## config.mk

```make
export PLATFORM = sky130hd
export DESIGN_NAME = fp_decode_arbiter
export DESIGN_NICKNAME = d
export VERILOG_FILES = /design/src/rtl/fp_decode_arbiter.sv
export SDC_FILE = /design/constraint.sdc
export NUM_CORES = 1
export LEC_CHECK = 0
export CAP_MARGIN = 25
export CORE_UTILIZATION = 25
export DETAILED_ROUTE_END_ITERATION = 8
export PLACE_DENSITY_LB_ADDON = 0.05
export SLEW_MARGIN = 15
export SYNTH_ARGS = -nofsm -noshare
export SYNTH_HDL_FRONTEND = slang
export SYNTH_SLANG_ARGS = --single-unit
```

## constraint.sdc

```tcl
create_clock -name clk -period 8.85 [get_ports clk]
set_input_delay 0.885 -clock clk [delete_from_list [all_inputs] [get_ports clk]]
set_output_delay 0.885 -clock clk [all_outputs]
set_load 0.02 [all_outputs]
```

## src/rtl/fp_decode_arbiter.sv

```systemverilog
// Two-requester round-robin front end sharing one IEEE-754 single to Q16.16 decoder.
// Operands are registered, decoded next cycle and held until the consumer takes them.
module fp_decode_arbiter (
  input  logic        clk,
  input  logic        rst,
  input  logic        req0,
  input  logic [31:0] fp0,
  output logic        ack0,
  input  logic        req1,
  input  logic [31:0] fp1,
  output logic        ack1,
  output logic        res_valid,
  input  logic        res_ready,
  output logic [31:0] res_data,
  output logic        res_id,
  output logic        res_ovf,
  output logic        busy,
  output logic [15:0] conv_count
);

  typedef enum logic [1:0] {
    IDLE,
    CONV,
    HOLD
  } state_e;

  state_e      state_q, state_d;
  logic [31:0] op_q, op_d;
  logic [31:0] data_q, data_d;
  logic        id_q, id_d;
  logic        ovf_q, ovf_d;
  logic        valid_q, valid_d;
  logic        ack0_q, ack0_d;
  logic        ack1_q, ack1_d;
  logic        last_q, last_d;
  logic [15:0] cnt_q, cnt_d;

  logic        gnt1;
  logic [7:0]  dec_exp;
  logic [63:0] dec_mag;
  logic [31:0] dec_val;

  // Decoder: magnitude = mantissa * 2^(exp-150+16), truncated toward zero
  always_comb begin
    dec_exp = op_q[30:23];
    dec_mag = {40'd0, (dec_exp != 8'd0), op_q[22:0]};
    if (dec_exp >= 8'd134) begin
      dec_mag = dec_mag << (dec_exp - 8'd134);
    end else begin
      dec_mag = dec_mag >> (8'd134 - dec_exp);
    end
    dec_val = op_q[31] ? (32'd0 - dec_mag[31:0]) : dec_mag[31:0];
  end

  // Tie goes to the requester not granted last
  assign gnt1 = req1 & (~req0 | ~last_q);

  always_comb begin
    state_d = state_q;
    op_d    = op_q;
    data_d  = data_q;
    id_d    = id_q;
    ovf_d   = ovf_q;
    valid_d = valid_q;
    ack0_d  = 1'b0;
    ack1_d  = 1'b0;
    last_d  = last_q;
    cnt_d   = cnt_q;
    unique case (state_q)
      IDLE: begin
        if (req0 || req1) begin
          op_d    = gnt1 ? fp1 : fp0;
          id_d    = gnt1;
          last_d  = gnt1;
          ack1_d  = gnt1;
          ack0_d  = ~gnt1;
          state_d = CONV;
        end
      end
      CONV: begin
        data_d  = dec_val;
        ovf_d   = (op_q[30:23] >= 8'd142);
        valid_d = 1'b1;
        state_d = HOLD;
      end
      HOLD: begin
        if (res_ready) begin
          valid_d = 1'b0;
          if (cnt_q != 16'hFFFF) cnt_d = cnt_q + 16'd1;
          state_d = IDLE;
        end
      end
      default: state_d = IDLE;
    endcase
  end

  always_ff @(posedge clk or posedge rst) begin
    if (rst) begin
      state_q <= IDLE;
      op_q    <= 32'd0;
      data_q  <= 32'd0;
      id_q    <= 1'b0;
      ovf_q   <= 1'b0;
      valid_q <= 1'b0;
      ack0_q  <= 1'b0;
      ack1_q  <= 1'b0;
      last_q  <= 1'b1;
      cnt_q   <= 16'd0;
    end else begin
      state_q <= state_d;
      op_q    <= op_d;
      data_q  <= data_d;
      id_q    <= id_d;
      ovf_q   <= ovf_d;
      valid_q <= valid_d;
      ack0_q  <= ack0_d;
      ack1_q  <= ack1_d;
      last_q  <= last_d;
      cnt_q   <= cnt_d;
    end
  end

  assign ack0       = ack0_q;
  assign ack1       = ack1_q;
  assign res_valid  = valid_q;
  assign res_data   = data_q;
  assign res_id     = id_q;
  assign res_ovf    = ovf_q;
  assign busy       = (state_q != IDLE);
  assign conv_count = cnt_q;

endmodule

```

==> metrics, run 1 <==
Final nets=1,084; Max Fclk=0.173 GHz; DP Area=9720 µm²; Post-synth EDFFs=0; die area=33,300 µm²; crit share post-route=65.3%; Remaining Overflow, GRT=0; Inst Count DP=1,432; commonest non-fill, non-tap cell in the layout=clkdlybuf4s50_1; # port buffers=122; final WL=32,500 µm; initial antenna violation count=0; Clock Latency Late Sink=0.37 ns; adder-cell share of the synthesized area=1.08%; initial core utilization=25.6%; sequential-to-total area share from yosys stat=27.1%; Clock Sink Count=88; Syn Nets=999; CP Max Fanout=34; via-per-instance ratio=5.43; Period minus WS final=5.78 ns; Post-route DRC=0; vias in the first global route=7,789; number of hold-repair buffers added at the cts stage=0; Setup Skew=0.00926 ns; multiplexer share of the synthesized area=16.4%; FF-to-FF path depth=16; most frequent cells in the layout=clkdlybuf4s50_1 (122), dfrtp_1 (85), nand2_1 (83); min-delay worst type=reg -> reg; routed wire length per instance=22.5 µm; Slew @ Worst Pin=1.07 ns; outcome=completed; CP Launch Type=flip-flop; main combinational cell family by area after synthesis=compound AO/OA/AOI/OAI gates; IO Count=123; compound-gate portion of the synthesized area=24.6%; final setup violating endpoints=0; Area growth, synth to finish=23.3%; final RePlAce weighted congestion=0.974; Hold Path Stages=2; hpwl dp=25,000 µm; Post-synth ARST share=100%; Yosys reg bits=88; Vias=7,865; Post-Syn Area per Cell=8.82 µm²; count of final hold-check violations=0; largest net degree at the start of global routing=63; Rel. slew slack=27.9%; postcts setup bufs=0; CTS tree=done; 1st-iter DRT viols=724; post-synthesis xor/xnor area fraction=6.23%; post-synthesis cell area=8140 µm²; Synth cell types=93; Slew Viols, Final=0; CTS root buffer=clkbuf_16; antenna cells=0; die width=182 µm; Final Cell Area=10,000 µm²; Reg clk slew, reported paths=0.07 ns; critical path type=reg -> reg; maxcap violations=0; Req. time, crit path=9.07 ns; yosys warns=0; remaining antenna violation count=0; layout cells sized above 1=11.8%; setup TNS=0 ns; Global Route Usage Sum=20.0%; TritonCTS buffer count=9; H-tree lvl count=3; Fill cells=3,395; Rows=65; drt first pass iters=7; top_reg_cell synth=dfrtp_1; post-synthesis instance total=923; clk buf depth=2; first-pass GRT wire length=50,100 µm; post-CTS sizing=0; RSZ-0062 raised after global routing=no; nature of the critical path endpoint=flip-flop; total core area=31,800 µm²; Data arrival, critical path=6.00 ns; DIE HEIGHT=182 µm; Finished Layout Cells=1,448; Post-Synth Simple-Gate Area=18.2%
metrics by stage:
stage,worst slack [ns],util [%],hold WS [ns]
after floorplan,3.85,-,0.475
after global placement,3.11,30.6,0.465
after detailed placement,3.09,30.6,0.470
after CTS,3.04,31.5,0.486
after global routing,2.54,31.6,0.505
final,3.07,31.6,0.478
registers in the layout (all words and copies together) (netlist names):
name,cells
conv_count,16
res_valid,1
res_data,32
res_ovf,1
last_q,1
ack1,1
state_q,2
op_q,32
res_id,1
ack0,1
path summary, 6_finish.rpt:
kind / from / end / slack [ns]
min in group asynchronous: rst / res_id / 0.86
setup / recovery: op_q[24] / res_data[24] / 3.07
hold / removal: res_data[6] / res_data[6] / 0.48
max in group asynchronous: rst / op_q[29] / 6.85
hold reg to reg: res_data[6] / res_data[6] / 0.48
setup reg to reg: op_q[24] / res_data[24] / 3.07
cells in the mapped netlist, drive strengths merged, types with 4 or more instances:
cell	n	area share, %
and2	10	0.77
a211oi	20	1.8
a21oi	37	2.5
a222oi	32	3.9
a221oi	5	0.62
a21o	7	0.65
and3	8	0.62
a211o	5	0.54
o211ai	5	0.46
clkbuf	26	1.2
o22ai	7	0.54
xor2	18	2.0
nor2	62	2.9
inv	49	2.3
nand4	12	1.0
xnor2	39	4.2
dfrtp	87	27
or2	4	0.31
o21ai	64	3.9
a2111oi	8	1.4
o32ai	8	0.86
mux2i	36	4.4
o31ai	7	0.94
nand2b	11	0.85
nor2b	10	0.77
a22o	5	0.54
or4	4	0.42
mux2	38	5.3
nand3	25	1.5
or3	10	0.83
nand2	83	3.8
nor3	29	2.0
o221ai	4	0.43
nor4	13	1.3
ha	7	1.1
mux4	23	6.7
buf	40	2.9
a31oi	13	1.0
kinds of logic (layout without fill, tap and decap cells):
| group | Yosys count | count (layout) |
|---|---|---|
| flip-flops | 88 | 88 |
| multiplexers | 97 | 97 |
| buffers and inverters | 116 | 206 |
| adder cells (fa/ha/maj) | 7 | 7 |
| AND/OR/NAND/NOR | 292 | 292 |
| AO/OA/AOI/OAI | 266 | 266 |
| XOR/XNOR | 57 | 57 |
layer usage:
metal	vias up	global-route usage, %	wire length (µm)
met5	-	0	0
met1	3860	28.4	15600
li1	3700	-	-
met4	0	6.49	894
met3	43	2.39	1510
met2	262	31.2	14600
layout make-up:
class | count | area (µm²) | share of cell area, %
clock buffer | 9 | 225 | 2.24
clock inverter | 7 | 77.6 | 0.773
inverter | 50 | 190 | 1.90
multi-input combinational | 719 | 5440 | 54.2
sequential | 88 | 2210 | 22.0
tap | 435 | 544 | 5.42
timing repair buffer | 140 | 1350 | 13.5
worst max-delay path, stage by stage (launching register included):
cell and delay [ns]:
dfrtp_2 0.56, buf_4 0.51, ha_1 0.58, nand2b_1 0.30
nand3_1 0.23, nand2_1 0.59, mux2_2 0.42, a2111oi_0 0.07
a211oi_1 0.45, ha_1 0.23, inv_1 0.05, a2111o_1 0.34
nor4_4 0.30, nand4_2 0.35, o31ai_1 0.38, xor2_1 0.16
o21ai_0 0.08
Power of run 1 is left out: the tool's default activity adds up to more than one toggle a clock period on the data nets, which glitch-free logic cannot reach.
==> run 2, diff against run 1 <==
==> constraint.sdc (replaced) <==
create_clock -name clk -period 5.8 [get_ports clk]
set_input_delay 0.58 -clock clk [delete_from_list [all_inputs] [get_ports clk]]
set_output_delay 0.58 -clock clk [all_outputs]
set_load 0.02 [all_outputs]
==> metrics, run 2 (synthesized netlist as in run 1, its figures left out) <==
outcome=completed; die area=33,300 µm²; die width=182 µm; most frequent cells in the layout=clkdlybuf4s50_1 (122), dfrtp_1 (85), nand2_1 (83); Reg clk slew, reported paths=0.07 ns; first-pass GRT wire length=50,900 µm; Period minus WS final=5.06 ns; # port buffers=122; number of hold-repair buffers added at the cts stage=0; Clock Latency Late Sink=0.36 ns; final RePlAce weighted congestion=0.979; via-per-instance ratio=5.43; Final nets=1,108; Vias=7,995; total core area=31,800 µm²; nature of the critical path endpoint=flip-flop; GR met1 Demand/Resource=28.3%; drt first pass iters=6; Remaining Overflow, GRT=0; largest net degree at the start of global routing=69; min-delay worst type=reg -> reg; crit share post-route=87.3%; post-CTS sizing=0; Clock Sink Count=88; critical path type=reg -> reg; 1st-iter DRT viols=748; final WL=32,900 µm; initial antenna violation count=0; initial core utilization=25.6%; CP Launch Type=flip-flop; Setup Skew=0.00895 ns; layout cells sized above 1=14.0%; IO Count=123; Max Fclk=0.198 GHz; routed wire length per instance=22.3 µm; Data arrival, critical path=5.29 ns; busiest layer in global routing=met2; Rows=65; commonest non-fill, non-tap cell in the layout=clkdlybuf4s50_1; final setup violating endpoints=0; Slew Viols, Final=0; DIE HEIGHT=182 µm; Slew @ Worst Pin=0.914 ns; Area growth, synth to finish=25.9%; CTS tree=done; CTS root buffer=clkbuf_16; Global Route Usage Sum=20.2%; vias in the first global route=8,020; clk buf depth=2; Post-route DRC=0; Req. time, crit path=6.03 ns; count of final hold-check violations=0; hpwl dp=25,500 µm; remaining antenna violation count=0; GRT met2 Usage=31.2%; met3 Use GR=3.15%; H-tree lvl count=3; CP Max Fanout=16; Rel. slew slack=38.6%; postcts setup bufs=0; antenna cells=0; maxcap violations=0; RSZ-0062 raised after global routing=no; setup TNS=0 ns; TritonCTS buffer count=9
## run 2: metal layers
layer / share of wire [%] / up-vias
met2: 44 / 253
li1: - / 3752
met4: 3.3 / 0
met5: 0 / -
met1: 48 / 3936
met3: 4.7 / 54
## run 2: worst paths after layout
kind	from	to	cells past startpoint	slack, ns
setup reg to reg	op_q[24]	res_data[28]	16	0.74
max in group asynchronous	rst	res_data[23]	3	4.16
min in group asynchronous	rst	state_q[1]	2	0.59
hold reg to reg	res_data[6]	res_data[6]	2	0.48
hold / removal	res_data[6]	res_data[6]	2	0.48
setup / recovery	op_q[24]	res_data[28]	16	0.74
## run 2: per-stage QoR
step / utilization, % / area (µm²) / setup WS, ns / std cells / hold slack, ns
global route: 32.2 / 10200 / 0.260 / 1472 / 0.513
CTS: 32.1 / 10200 / 0.767 / 1471 / 0.480
finish: 32.2 / 10200 / 0.738 / 1472 / 0.476
detailed placement: 31.2 / 9910 / 0.789 / 1455 / 0.465
global placement: 31.2 / 9910 / 0.773 / 1455 / 0.466
floorplan: - / 8140 / 0.803 / 923 / 0.475
## run 2: final cells by class
type                            count  area (µm²)
Fill cell                        3410       21600
Multi-Input combinational cell    719        5440
Sequential cell                    88        2210
Timing Repair Buffer              164        1560
Tap cell                          435         544
Clock buffer                       10         239
Inverter                           50         190
Clock inverter                      6        72.6
## run 2: worst max-delay path, stage by stage (launching register included)
cell and delay (ns):
dfrtp_2 0.46, inv_1 0.10, ha_1 0.74, buf_4 0.31, mux2i_1 0.35, a21oi_1 0.17, a21oi_1 0.24, o32ai_1 0.19
a211oi_1 0.44, ha_1 0.22, inv_1 0.05, a2111o_1 0.34, nor4_4 0.31, nand4_2 0.36, o31ai_2 0.36, xor2_1 0.21
o21ai_1 0.08
Power of run 2 is left out for the same reason.
==> run 3, diff against run 2 <==
--- a/config.mk
+++ b/config.mk
@@ -8,7 +8,7 @@
 export CAP_MARGIN = 25
 export CORE_UTILIZATION = 25
 export DETAILED_ROUTE_END_ITERATION = 8
-export PLACE_DENSITY_LB_ADDON = 0.05
+export PLACE_DENSITY_LB_ADDON = 0.3
 export SLEW_MARGIN = 15
 export SYNTH_ARGS = -nofsm -noshare
 export SYNTH_HDL_FRONTEND = slang
==> metrics, run 3 (synthesized netlist as in run 1, its figures left out) <==
TritonCTS buffer count=9; layout cells sized above 1=13.2%; Reg clk slew, reported paths=0.07 ns; # port buffers=122; Global Route Usage Sum=19.4%; critical path type=reg -> reg; Slew @ Worst Pin=1.13 ns; Rel. slew slack=23.9%; Rows=65; setup TNS=0 ns; Data arrival, critical path=5.55 ns; CP Launch Type=flip-flop; Clock Sink Count=88; final RePlAce weighted congestion=1.00; IO Count=123; min-delay worst type=reg -> reg; Clock Latency Late Sink=0.37 ns; Period minus WS final=5.31 ns; die area=33,300 µm²; worst-path cell chain=ha_1 > nand2b_1 > a21oi_1 > nor2_1 > buf_4 > a211oi_1 > o41ai_1 > o22ai_1 > ha_1 > inv_1 > a2111o_1 > nor4_4 > nand4_2 > o31ai_1 > xnor2_1 > o21ai_1; Area growth, synth to finish=25.1%; DIE HEIGHT=182 µm; initial core utilization=25.6%; CTS root buffer=clkbuf_16; Bufs and invs on worst path=2; most frequent cells in the layout=clkdlybuf4s50_1 (122), dfrtp_1 (85), nand2_1 (83); drt first pass iters=5; Vias=8,090; vias in the first global route=7,681; biggest cell delay along the critical path=0.66 ns; Post-route DRC=0; die width=182 µm; final WL=32,000 µm; H-tree lvl count=3; largest net degree at the start of global routing=65; commonest non-fill, non-tap cell in the layout=clkdlybuf4s50_1; Final nets=1,101; final setup violating endpoints=0; via-per-instance ratio=5.52; Req. time, crit path=6.04 ns; post-CTS sizing=0; antenna cells=0; CP Max Fanout=14; routed wire length per instance=21.8 µm; clk buf depth=2; nature of the critical path endpoint=flip-flop; Remaining Overflow, GRT=0; Slew Viols, Final=0; hpwl dp=25,100 µm; crit share post-route=91.5%; initial antenna violation count=0; outcome=completed; CP top delay family=compound AO/OA/AOI/OAI gates; 1st-iter DRT viols=872; most frequent cell on the critical path=ha_1; first-pass GRT wire length=48,700 µm; cell at the slowest stage of the critical path=a21oi_1; Max Fclk=0.188 GHz; postcts setup bufs=0; maxcap violations=0; Setup Skew=0.0101 ns; number of hold-repair buffers added at the cts stage=0; total core area=31,800 µm²; remaining antenna violation count=0; CTS tree=done; count of final hold-check violations=0; RSZ-0062 raised after global routing=no
## run 3: changes by cell type in the layout (fill, tap and decap cells not counted), sizes merged
cell / before / now
inv: 53 / 48
clkinv: 2 / 3
bufinv: 1 / 2
clkbuf: 10 / 11
clkinvlp: 0 / 2
buf: 42 / 35
## run 3: final cells by class
| type | instances | area, µm² |
|---|---|---|
| fillers | 3339 | 21600 |
| multi-input cells | 719 | 5440 |
| flip-flops and latches | 88 | 2210 |
| repair buffers | 157 | 1480 |
| well taps | 435 | 544 |
| clock buffers | 11 | 243 |
| inverters | 50 | 189 |
| clock inverters | 5 | 80.1 |
## run 3: metal layers
| metal | up-vias | part of all wire [%] | GRT usage, % |
|---|---|---|---|
| li1 | 3739 | - | - |
| met1 | 3915 | 46 | 27.3 |
| met2 | 383 | 44 | 29.6 |
| met3 | 53 | 7.3 | 4.03 |
| met4 | 0 | 2.3 | 6.05 |
| met5 | - | 0 | 0 |
## run 3: per-stage QoR
step	instances	hold slack [ns]	instance area (µm²)	util, %	worst slack (ns)
detailed placement	1449	0.463	9860	31.0	0.658
floorplan	923	0.475	8140	-	0.803
global route	1465	0.494	10200	32.0	0.203
global placement	1448	0.459	9850	31.0	0.620
CTS	1465	0.481	10200	32.0	0.636
finish	1465	0.474	10200	32.0	0.492
## run 3: worst register-to-register path, stage by stage (launching register included)
cell,delay [ns]
dfrtp_2,0.55
ha_1,0.55
nand2b_1,0.33
a21oi_1,0.67
nor2_1,0.18
buf_4,0.25
a211oi_1,0.33
o41ai_1,0.12
o22ai_1,0.36
ha_1,0.22
inv_1,0.05
a2111o_1,0.34
nor4_4,0.29
nand4_2,0.33
o31ai_1,0.40
xnor2_1,0.16
o21ai_1,0.07
## run 3: final timing paths
path	cells after the start	end	slack, ns	from
min reg2reg	2	res_data[6]	0.47	res_data[6]
min	2	res_data[6]	0.47	res_data[6]
min in group asynchronous	2	ack1	0.62	rst
max	16	res_data[22]	0.49	op_q[24]
max in group asynchronous	3	res_data[18]	4.06	rst
max reg2reg	16	res_data[22]	0.49	op_q[24]
Power of run 3 is left out for the same reason.
